$ cat config.mk
export PLATFORM = sky130hd
export DESIGN_NAME = board_decimal_entry
export DESIGN_NICKNAME = d
export VERILOG_FILES = /design/src/rtl/board_decimal_entry_pkg.sv /design/src/rtl/board_decimal_entry_key_debounce.sv /design/src/rtl/board_decimal_entry.sv
export SDC_FILE = /design/constraint.sdc
export NUM_CORES = 1
export LEC_CHECK = 0
export ABC_AREA = 1
export ABC_CLOCK_PERIOD_IN_PS = 6500
export BUFFER_PORTS_ARGS = -buffer_cell sky130_fd_sc_hd__buf_2
export CORE_MARGIN = 3
export CORE_UTILIZATION = 40
export DETAILED_ROUTE_END_ITERATION = 6
export PLACE_DENSITY = 0.69
export SYNTH_ARGS = -nofsm -noshare
export SYNTH_HDL_FRONTEND = slang
export SYNTH_SLANG_ARGS = --single-unit
$ cat constraint.sdc
create_clock -name clk -period 6.5 [get_ports clk]
set_input_delay 0.325 -clock clk [delete_from_list [all_inputs] [get_ports clk]]
set_output_delay 0.325 -clock clk [all_outputs]
set_load 0.02 [all_outputs]
$ cat src/rtl/board_decimal_entry_pkg.sv
// Shared types and constants for the push-button decimal entry block.
// Holds the FSM encoding, cursor/BCD limits and the digit arithmetic helpers.
package board_decimal_entry_pkg;

    typedef enum logic [1:0] {
        EDIT    = 2'd0,
        CONVERT = 2'd1,
        WRITE   = 2'd2
    } state_e;

    localparam logic [1:0] CURSOR_THOUSANDS = 2'd3;
    localparam logic [1:0] CURSOR_ONES      = 2'd0;
    localparam logic [3:0] BCD_MAX          = 4'd9;
    localparam int         ACC_W            = 14;
    localparam int         DATA_W           = 16;

    // 9999 fits in 14 bits, so the truncating shifts never lose information.
    function automatic logic [ACC_W-1:0] acc_step(input logic [ACC_W-1:0] acc,
                                                  input logic [3:0]       digit);
        return (acc << 3) + (acc << 1) + {{(ACC_W-4){1'b0}}, digit};
    endfunction

    function automatic logic [3:0] bcd_inc(input logic [3:0] digit);
        return (digit == BCD_MAX) ? 4'd0 : digit + 4'd1;
    endfunction

endpackage

$ cat src/rtl/board_decimal_entry_key_debounce.sv
// Per-key debouncer: a down-counter reloaded while the raw key is low.
// Emits a single registered press pulse after DEBOUNCE_CYCLES stable-high samples.
module key_debounce #(
    parameter logic [15:0] DEBOUNCE_CYCLES = 16'd50000
) (
    input  logic clk,
    input  logic reset,
    input  logic raw,
    output logic press
);

    logic [15:0] cnt_q;
    logic [15:0] cnt_d;
    logic        press_q;
    logic        press_d;

    // Counter parks at zero while the key stays held, which blocks auto-repeat.
    always_comb begin
        cnt_d   = cnt_q;
        press_d = 1'b0;
        if (!raw) begin
            cnt_d = DEBOUNCE_CYCLES;
        end else if (cnt_q != 16'd0) begin
            cnt_d   = cnt_q - 16'd1;
            press_d = (cnt_q == 16'd1);
        end
    end

    always_ff @(posedge clk) begin
        if (reset) begin
            cnt_q   <= DEBOUNCE_CYCLES;
            press_q <= 1'b0;
        end else begin
            cnt_q   <= cnt_d;
            press_q <= press_d;
        end
    end

    assign press = press_q;

endmodule

$ cat src/rtl/board_decimal_entry.sv
// Push-button decimal entry: edits four BCD digits, converts them to binary on
// enter and hands the result to the RAM write port over valid/ready.
//
// state   | meaning
// EDIT    | key presses edit digits / cursor; enter starts conversion
// CONVERT | four acc = acc*10 + digit steps, thousands first
// WRITE   | wr_valid held with wr_data until wr_ready accepts it
module board_decimal_entry
    import board_decimal_entry_pkg::*;
#(
    parameter logic [15:0] DEBOUNCE_CYCLES = 16'd50000
) (
    input  logic                clk,
    input  logic                reset,
    input  logic                key_inc,
    input  logic                key_next,
    input  logic                key_clear,
    input  logic                key_enter,
    input  logic                wr_ready,
    output logic                wr_valid,
    output logic [DATA_W-1:0]   wr_data,
    output logic [3:0]          digit_1000,
    output logic [3:0]          digit_100,
    output logic [3:0]          digit_10,
    output logic [3:0]          digit_1,
    output logic [1:0]          cursor,
    output logic                busy
);

    logic press_inc;
    logic press_next;
    logic press_clear;
    logic press_enter;

    key_debounce #(.DEBOUNCE_CYCLES(DEBOUNCE_CYCLES)) u_deb_inc (
        .clk   (clk),
        .reset (reset),
        .raw   (key_inc),
        .press (press_inc)
    );

    key_debounce #(.DEBOUNCE_CYCLES(DEBOUNCE_CYCLES)) u_deb_next (
        .clk   (clk),
        .reset (reset),
        .raw   (key_next),
        .press (press_next)
    );

    key_debounce #(.DEBOUNCE_CYCLES(DEBOUNCE_CYCLES)) u_deb_clear (
        .clk   (clk),
        .reset (reset),
        .raw   (key_clear),
        .press (press_clear)
    );

    key_debounce #(.DEBOUNCE_CYCLES(DEBOUNCE_CYCLES)) u_deb_enter (
        .clk   (clk),
        .reset (reset),
        .raw   (key_enter),
        .press (press_enter)
    );

    state_e                  state_q,    state_d;
    logic [3:0][3:0]         digits_q,   digits_d;
    logic [1:0]              cursor_q,   cursor_d;
    logic [1:0]              idx_q,      idx_d;
    logic [ACC_W-1:0]        acc_q,      acc_d;
    logic [ACC_W-1:0]        acc_next;
    logic                    wr_valid_q, wr_valid_d;
    logic [DATA_W-1:0]       wr_data_q,  wr_data_d;
    logic                    busy_q,     busy_d;

    assign acc_next = acc_step(acc_q, digits_q[idx_q]);

    always_comb begin
        state_d    = state_q;
        digits_d   = digits_q;
        cursor_d   = cursor_q;
        idx_d      = idx_q;
        acc_d      = acc_q;
        wr_valid_d = wr_valid_q;
        wr_data_d  = wr_data_q;
        busy_d     = busy_q;

        case (state_q)
            EDIT: begin
                // Only the highest-priority press of a cycle is acted on.
                if (press_clear) begin
                    digits_d = '0;
                    cursor_d = CURSOR_THOUSANDS;
                end else if (press_enter) begin
                    acc_d   = '0;
                    idx_d   = CURSOR_THOUSANDS;
                    busy_d  = 1'b1;
                    state_d = CONVERT;
                end else if (press_next) begin
                    cursor_d = cursor_q - 2'd1;
                end else if (press_inc) begin
                    digits_d[cursor_q] = bcd_inc(digits_q[cursor_q]);
                end
            end

            CONVERT: begin
                acc_d = acc_next;
                idx_d = idx_q - 2'd1;
                if (idx_q == CURSOR_ONES) begin
                    wr_data_d  = {{(DATA_W-ACC_W){1'b0}}, acc_next};
                    wr_valid_d = 1'b1;
                    state_d    = WRITE;
                end
            end

            WRITE: begin
                if (wr_valid_q && wr_ready) begin
                    wr_valid_d = 1'b0;
                    busy_d     = 1'b0;
                    digits_d   = '0;
                    cursor_d   = CURSOR_THOUSANDS;
                    state_d    = EDIT;
                end
            end

            default: begin
                wr_valid_d = 1'b0;
                busy_d     = 1'b0;
                state_d    = EDIT;
            end
        endcase
    end

    always_ff @(posedge clk) begin
        if (reset) begin
            state_q    <= EDIT;
            digits_q   <= '0;
            cursor_q   <= CURSOR_THOUSANDS;
            idx_q      <= CURSOR_THOUSANDS;
            acc_q      <= '0;
            wr_valid_q <= 1'b0;
            wr_data_q  <= '0;
            busy_q     <= 1'b0;
        end else begin
            state_q    <= state_d;
            digits_q   <= digits_d;
            cursor_q   <= cursor_d;
            idx_q      <= idx_d;
            acc_q      <= acc_d;
            wr_valid_q <= wr_valid_d;
            wr_data_q  <= wr_data_d;
            busy_q     <= busy_d;
        end
    end

    assign wr_valid   = wr_valid_q;
    assign wr_data    = wr_data_q;
    assign digit_1000 = digits_q[3];
    assign digit_100  = digits_q[2];
    assign digit_10   = digits_q[1];
    assign digit_1    = digits_q[0];
    assign cursor     = cursor_q;
    assign busy       = busy_q;

endmodule

==> results of run 1 <==
==> placed cells by master, fill, tap and decap left out, types with 26 or more instances in the layout <==
cell type	n
dfxtp_1	119
o21ai_0	26
nand3_1	57
ha_1	37
a21oi_1	75
inv_1	79
buf_2	40
nor2_1	104
nand2_1	261
==> state kept, by name, indices dropped and copies added, names as in the netlist, 2 cells and up <==
signal and cells:
u_deb_enter.cnt_q 16, state_q 2, idx_q 2, digit_100 4, digit_1 4, u_deb_clear.cnt_q 16, digit_10 4, u_deb_next.cnt_q 16
digit_1000 4, cursor 2, wr_data 14, u_deb_inc.cnt_q 16, acc_q 13
==> critical path, stage by stage, from the launching register on <==
cell,delay (ns)
dfxtp_1,0.50
clkinv_1,0.29
o21ai_0,0.24
o22ai_1,0.09
ha_1,0.27
ha_1,0.24
fa_1,0.42
nand2_1,0.08
nand3_1,0.13
nand3_1,0.12
nand3b_1,0.10
nand2_1,0.08
nand2_1,0.04
o211ai_1,0.09
inv_1,0.05
==> cells in the mapped netlist, drive strengths merged, types with 5 or more instances <==
cell type and instances:
o211ai 13, ha 37, nor2 117, nor4 5, o21ai 28, inv 92, a21oi 76, or2 5
clkbuf 9, xnor2 15, nand4 20, nand2 272, nor3 15, buf 13, dfxtp 119, nand3 59
xor2 19
==> final timing paths <==
| kind | end | from |
|---|---|---|
| max | wr_data[8] | idx_q[0] |
| min | state_q[1] | wr_ready |
| max reg2reg | wr_data[8] | idx_q[0] |
| min reg2reg | wr_data[1] | wr_data[1] |
==> cells by family after synthesis <==
group	count (synthesis)	share of synthesized area, %
other	1	0.0569
flip-flops	119	36.2
AO/OA/AOI/OAI	131	11.0
buffers and inverters	116	7.46
adder cells (fa/ha/maj)	39	7.64
AND/OR/NAND/NOR	497	33.1
XOR/XNOR	34	4.52
==> routing by layer <==
| metal | vias to the layer above | routed length, um |
|---|---|---|
| li1 | 3125 | - |
| met2 | 92 | 6820 |
| met4 | 0 | 310 |
| met1 | 2635 | 7230 |
| met3 | 26 | 594 |
| met5 | - | 0 |
==> cell type report <==
cell class	count	area (um2)	area share, %
inverter	94	355	4.70
tap	216	270	3.57
timing repair buffer	40	200	2.65
multi-input combinational	703	3720	49.2
clock inverter	8	143	1.89
sequential	119	2380	31.5
clock buffer	24	492	6.50
==> power by group through the flow <==
stage	clock [mW]	sequential, mW	combinational, mW
5_1_grt	1.06	0.751	0.0816
2_1_floorplan	0	0.763	0.0571
3_5_place_dp	0	0.765	0.0711
4_1_cts	1.02	0.749	0.0713
3_3_place_gp	0	0.765	0.0695
6_report	1.00	0.750	0.0705
==> stage by stage <==
stage / setup WS, ns / hold WS [ns] / util [%] / area [um2] / instances
after floorplan: 3.93 / 0.447 / - / 6590 / 938
after global placement: 3.76 / 0.454 / 43.3 / 6930 / 1172
after detailed placement: 3.69 / 0.458 / 43.3 / 6930 / 1172
after CTS: 3.67 / 0.237 / 47.2 / 7560 / 1204
after global routing: 3.44 / 0.260 / 47.2 / 7560 / 1204
final: 3.64 / 0.252 / 47.2 / 7560 / 1204
==> flow_metrics.tcl, run 1 <==
set metrics [dict create \
    status "finished clean" \
    p_int_mw 1.44 \
    synth_area_leaders "dfxtp_1, nand2_1, ha_1, nor2_1, a21oi_1" \
    combinationalPowerShare_pct 3.9 \
    p_seq_share_pct 41.1 \
    fill_cells 1646 \
    firstDrtPassIters 5 \
    skew_ns 0.00798 \
    grt_pass1_wl_um 25900 \
    yosys_warnings 0 \
    grt_overflow 0 \
    arrival_ns 3.17 \
    via_per_inst 4.88 \
    end_kind "flip-flop" \
    die_y_um 134 \
    clock_path_buffers 2 \
    postSynthCellCount 937 \
    synth_seq_area_share_pct 36.2 \
    syn_area_per_cell_um2 7.03 \
    final_layout_size_suffix_gt1_share_pct 11.8 \
    path_clk_slew_ns 0.06 \
    synth_area_mm2 0.00659 \
    nets 1021 \
    numCtsBuffers 17 \
    post_cts_buffers 0 \
    power.share.clock_pct 55.0 \
    post-route-min-period_ns 2.86 \
    wl_per_cell_um 12.4 \
    ys.flop_type "dfxtp_1" \
    die_width_um 134 \
    fin_crit_sh_pct 44.0 \
    setup-tns-final_ns 0 \
    antenna_found_initial 0 \
    core_area_mm2 0.0160 \
    synth-async-reset-ratio_pct 0 \
    worst_pin_slew_ns 0.744 \
    switching_share_pct 20.9 \
    cts_root_buf "clkbuf_16" \
    powerDensity_mw_per_mm2 241 \
    critPathLaunchType "flip-flop" \
    setup_viol 0 \
    switchingPower_mw 0.380 \
    fmax_ghz 0.350 \
    first_iter_violations 388 \
    gp_congestion 0.892 \
    die_area_mm2 0.0180 \
    critPathKind "flip-flop to flip-flop" \
    p_leak_nw 3.48 \
    slew_viol_final 0 \
    worstHoldPathType "primary input to flip-flop" \
    ctsResizeCount 0 \
    worstSkewPairLatency_ns 0.42 \
    met1_usage_pct 22.4 \
    rsz0062_at_grt "no" \
    hold_viol 0 \
    drtAntennaViolNets 0 \
    place_hpwl_um 10900 \
    synth_edf_count 0 \
    reg2reg_depth 14 \
    drc 0 \
    num_vias 5878 \
    cts-htree-levels 4 \
    clock_sinks 119 \
    wl_um 15000 \
    antenna_cells 0 \
    grt_pass1_vias 5588 \
    cts_tree "yes" \
    port_buffers 40 \
    cp_max_fo 11 \
    grt_max_degree 41 \
    holdPathStages 4 \
    ios 43 \
    vdd_drop_max_uv 156 \
    required_ns 6.81 \
    grt.met3_usage_pct 4.16 \
    ys_seq_elements 119 \
    ff2ff_setup_slack_ns 3.64 \
    yosysTopAreaCellShare_pct 36.2 \
    maxCapViolations 0 \
    met2_usage_pct 27.9 \
    area_growth_pct 14.8 \
    slew_headroom_pct 50.4 \
    initial_core_util_pct 41.2 \
    num_rows 46 \
    yosys.area.top_type "dfxtp_1" \
    track_usage_pct 17.4 \
    busiest_layer "met2" \
    synth_cell_type_count 45 \
    p_total_mw 1.82 \
    postCtsHoldBufs 0 \
]
Power figures use the tool's default switching activity.
==> run 2, diff against run 1 <==
--- a/config.mk
+++ b/config.mk
@@ -6,12 +6,12 @@
 export NUM_CORES = 1
 export LEC_CHECK = 0
 export ABC_AREA = 1
-export ABC_CLOCK_PERIOD_IN_PS = 6500
+export ABC_CLOCK_PERIOD_IN_PS = 2500
 export BUFFER_PORTS_ARGS = -buffer_cell sky130_fd_sc_hd__buf_2
 export CORE_MARGIN = 3
 export CORE_UTILIZATION = 40
 export DETAILED_ROUTE_END_ITERATION = 6
-export PLACE_DENSITY = 0.69
+export PLACE_DENSITY = 0.71
 export SYNTH_ARGS = -nofsm -noshare
 export SYNTH_HDL_FRONTEND = slang
 export SYNTH_SLANG_ARGS = --single-unit
==> constraint.sdc (replaced) <==
create_clock -name clk -period 2.5 [get_ports clk]
set_input_delay 0.125 -clock clk [delete_from_list [all_inputs] [get_ports clk]]
set_output_delay 0.125 -clock clk [all_outputs]
set_load 0.02 [all_outputs]
==> run 2 against run 1 <==
Hold slack got worse by 0.16 ns. Non-clock buffer count is 23 higher. Via count rose by 2.6%. Combinational power grew to 2.7 times the previous value. Power rose by 140%. Critical path type unchanged. Critical endpoint is now acc_q[5].
==> flow_metrics.tcl, run 2 (same netlist as run 1, synthesis figures left out) <==
set metrics [dict create \
    nets 1044 \
    post_dp_cell_area_mm2 0.00708 \
    cp-startpoint "idx_q[0]" \
    place_hpwl_um 11300 \
    grt_pass1_vias 5682 \
    worstSkewPairLatency_ns 0.43 \
    skew_ns 0.00982 \
    antenna_found_initial 0 \
    vdd_drop_max_uv 481 \
    cts-htree-levels 4 \
    stdcell_count 1226 \
    utilization_pct 48.2 \
    cts_tree "yes" \
    num_rows 46 \
    die_width_um 134 \
    ff2ff_setup_slack_ns 0.12 \
    slew_viol_final 0 \
    p_total_mw 4.38 \
    wl_um 15600 \
    pre_cts_ws_ns -0.0279 \
    die_area_mm2 0.0180 \
    setup_viol 0 \
    layout_common_cells "nand2_1, dfxtp_1, nor2_1" \
    grt_pass1_wl_um 26200 \
    num_vias 6033 \
    reg2reg_from "idx_q[0]" \
    place_inst 1193 \
    antenna_cells 0 \
    wl_per_cell_um 12.7 \
    end_kind "flip-flop" \
    die_y_um 134 \
    grt_max_degree 40 \
    powerDensity_mw_per_mm2 567 \
    final_common_cell "nand2_1" \
    critPathKind "flip-flop to flip-flop" \
    track_usage_pct 17.7 \
    met1_usage_pct 23.0 \
    clock_path_buffers 2 \
    fmax_ghz 0.421 \
    fill_cells 1616 \
    critPathLaunchType "flip-flop" \
    grt.met3_usage_pct 3.49 \
    clock_sinks 119 \
    busiest_layer "met2" \
    arrival_ns 2.72 \
    final_layout_size_suffix_gt1_share_pct 15.5 \
    post-route-min-period_ns 2.38 \
    fin_area_mm2 0.00772 \
    firstDrtPassIters 5 \
    hold_viol 0 \
    required_ns 2.85 \
    cp_max_fo 7 \
    min_from "wr_ready" \
    area_growth_pct 17.2 \
    gp_congestion 0.861 \
    grt_overflow 0 \
    first_iter_violations 381 \
    ios 43 \
    fin_ws_ns 0.124 \
    numCtsBuffers 17 \
    port_buffers 40 \
    cts_root_buf "clkbuf_16" \
    via_per_inst 4.92 \
    fin_crit_sh_pct 95.0 \
    p_leak_nw 3.56 \
    drtAntennaViolNets 0 \
    maxCapViolations 0 \
    status "finished clean" \
    initial_core_util_pct 41.2 \
    worstHoldPathType "primary input to flip-flop" \
    core_area_mm2 0.0160 \
    drc 0 \
    met2_usage_pct 28.4 \
    path_clk_slew_ns 0.05 \
]
-- run 2: cell types whose count changed in the layout (fill, tap and decap cells not counted), sizes merged --
cell,before,now
buf,40,63
inv,92,93
clkinvlp,1,3
clkbuf,24,18
clkinv,5,10
bufinv,4,1
-- run 2: worst paths after layout --
path                      to  depth (start not counted)
setup / recovery    acc_q[5]                         12
hold / removal    state_q[1]                          4
setup reg to reg    acc_q[5]                         12
hold reg to reg   wr_data[2]                          2
-- run 2: repair_timing --
item,4_1_cts,5_1_grt
hold buffers,0,0
pin swaps,0,4
buffers inserted,1,1
gates resized for setup,2,16
setup endpoints to repair,2,15
gates cloned,0,0
-- run 2: critical path, cell delays in order (launching register included) --
cell and delay [ns]:
dfxtp_4 0.36, inv_4 0.07, nand2_1 0.06, a32o_2 0.25
fa_1 0.49, inv_2 0.06, ha_4 0.26, nand3_1 0.08
nand3_2 0.11, buf_4 0.12, xor2_1 0.22, nand2_1 0.10
a21oi_1 0.12
-- run 2: layer usage --
layer	vias to the layer above	share of wire, %
li1	3164	-
met1	2718	47
met2	127	47
met3	24	4.2
met4	0	2.3
met5	-	0
-- run 2: layout make-up --
type	count	area (um2)	share of cell area (%)
Clock inverter	13	109	1.41
Clock buffer	18	439	5.69
Tap cell	216	270	3.50
Inverter	94	358	4.64
Timing Repair Buffer	63	373	4.83
Multi-Input combinational cell	703	3780	49.0
Sequential cell	119	2390	30.9
-- run 2: metrics by stage --
stage | hold WS (ns) | TNS, ns
global placement | 0.457 | -0.00825
global route | 0.112 | -0.000603
CTS | 0.0673 | 0
finish | 0.0949 | 0
detailed placement | 0.464 | -0.0279
floorplan | 0.321 | 0
-- run 2: where the power goes --
part,total (mW),switching (mW),internal [mW]
Clock,2.24,0.868,1.37
Combinational,0.187,0.125,0.0615
Sequential,1.95,0.0250,1.92
Total,4.38,1.02,3.36
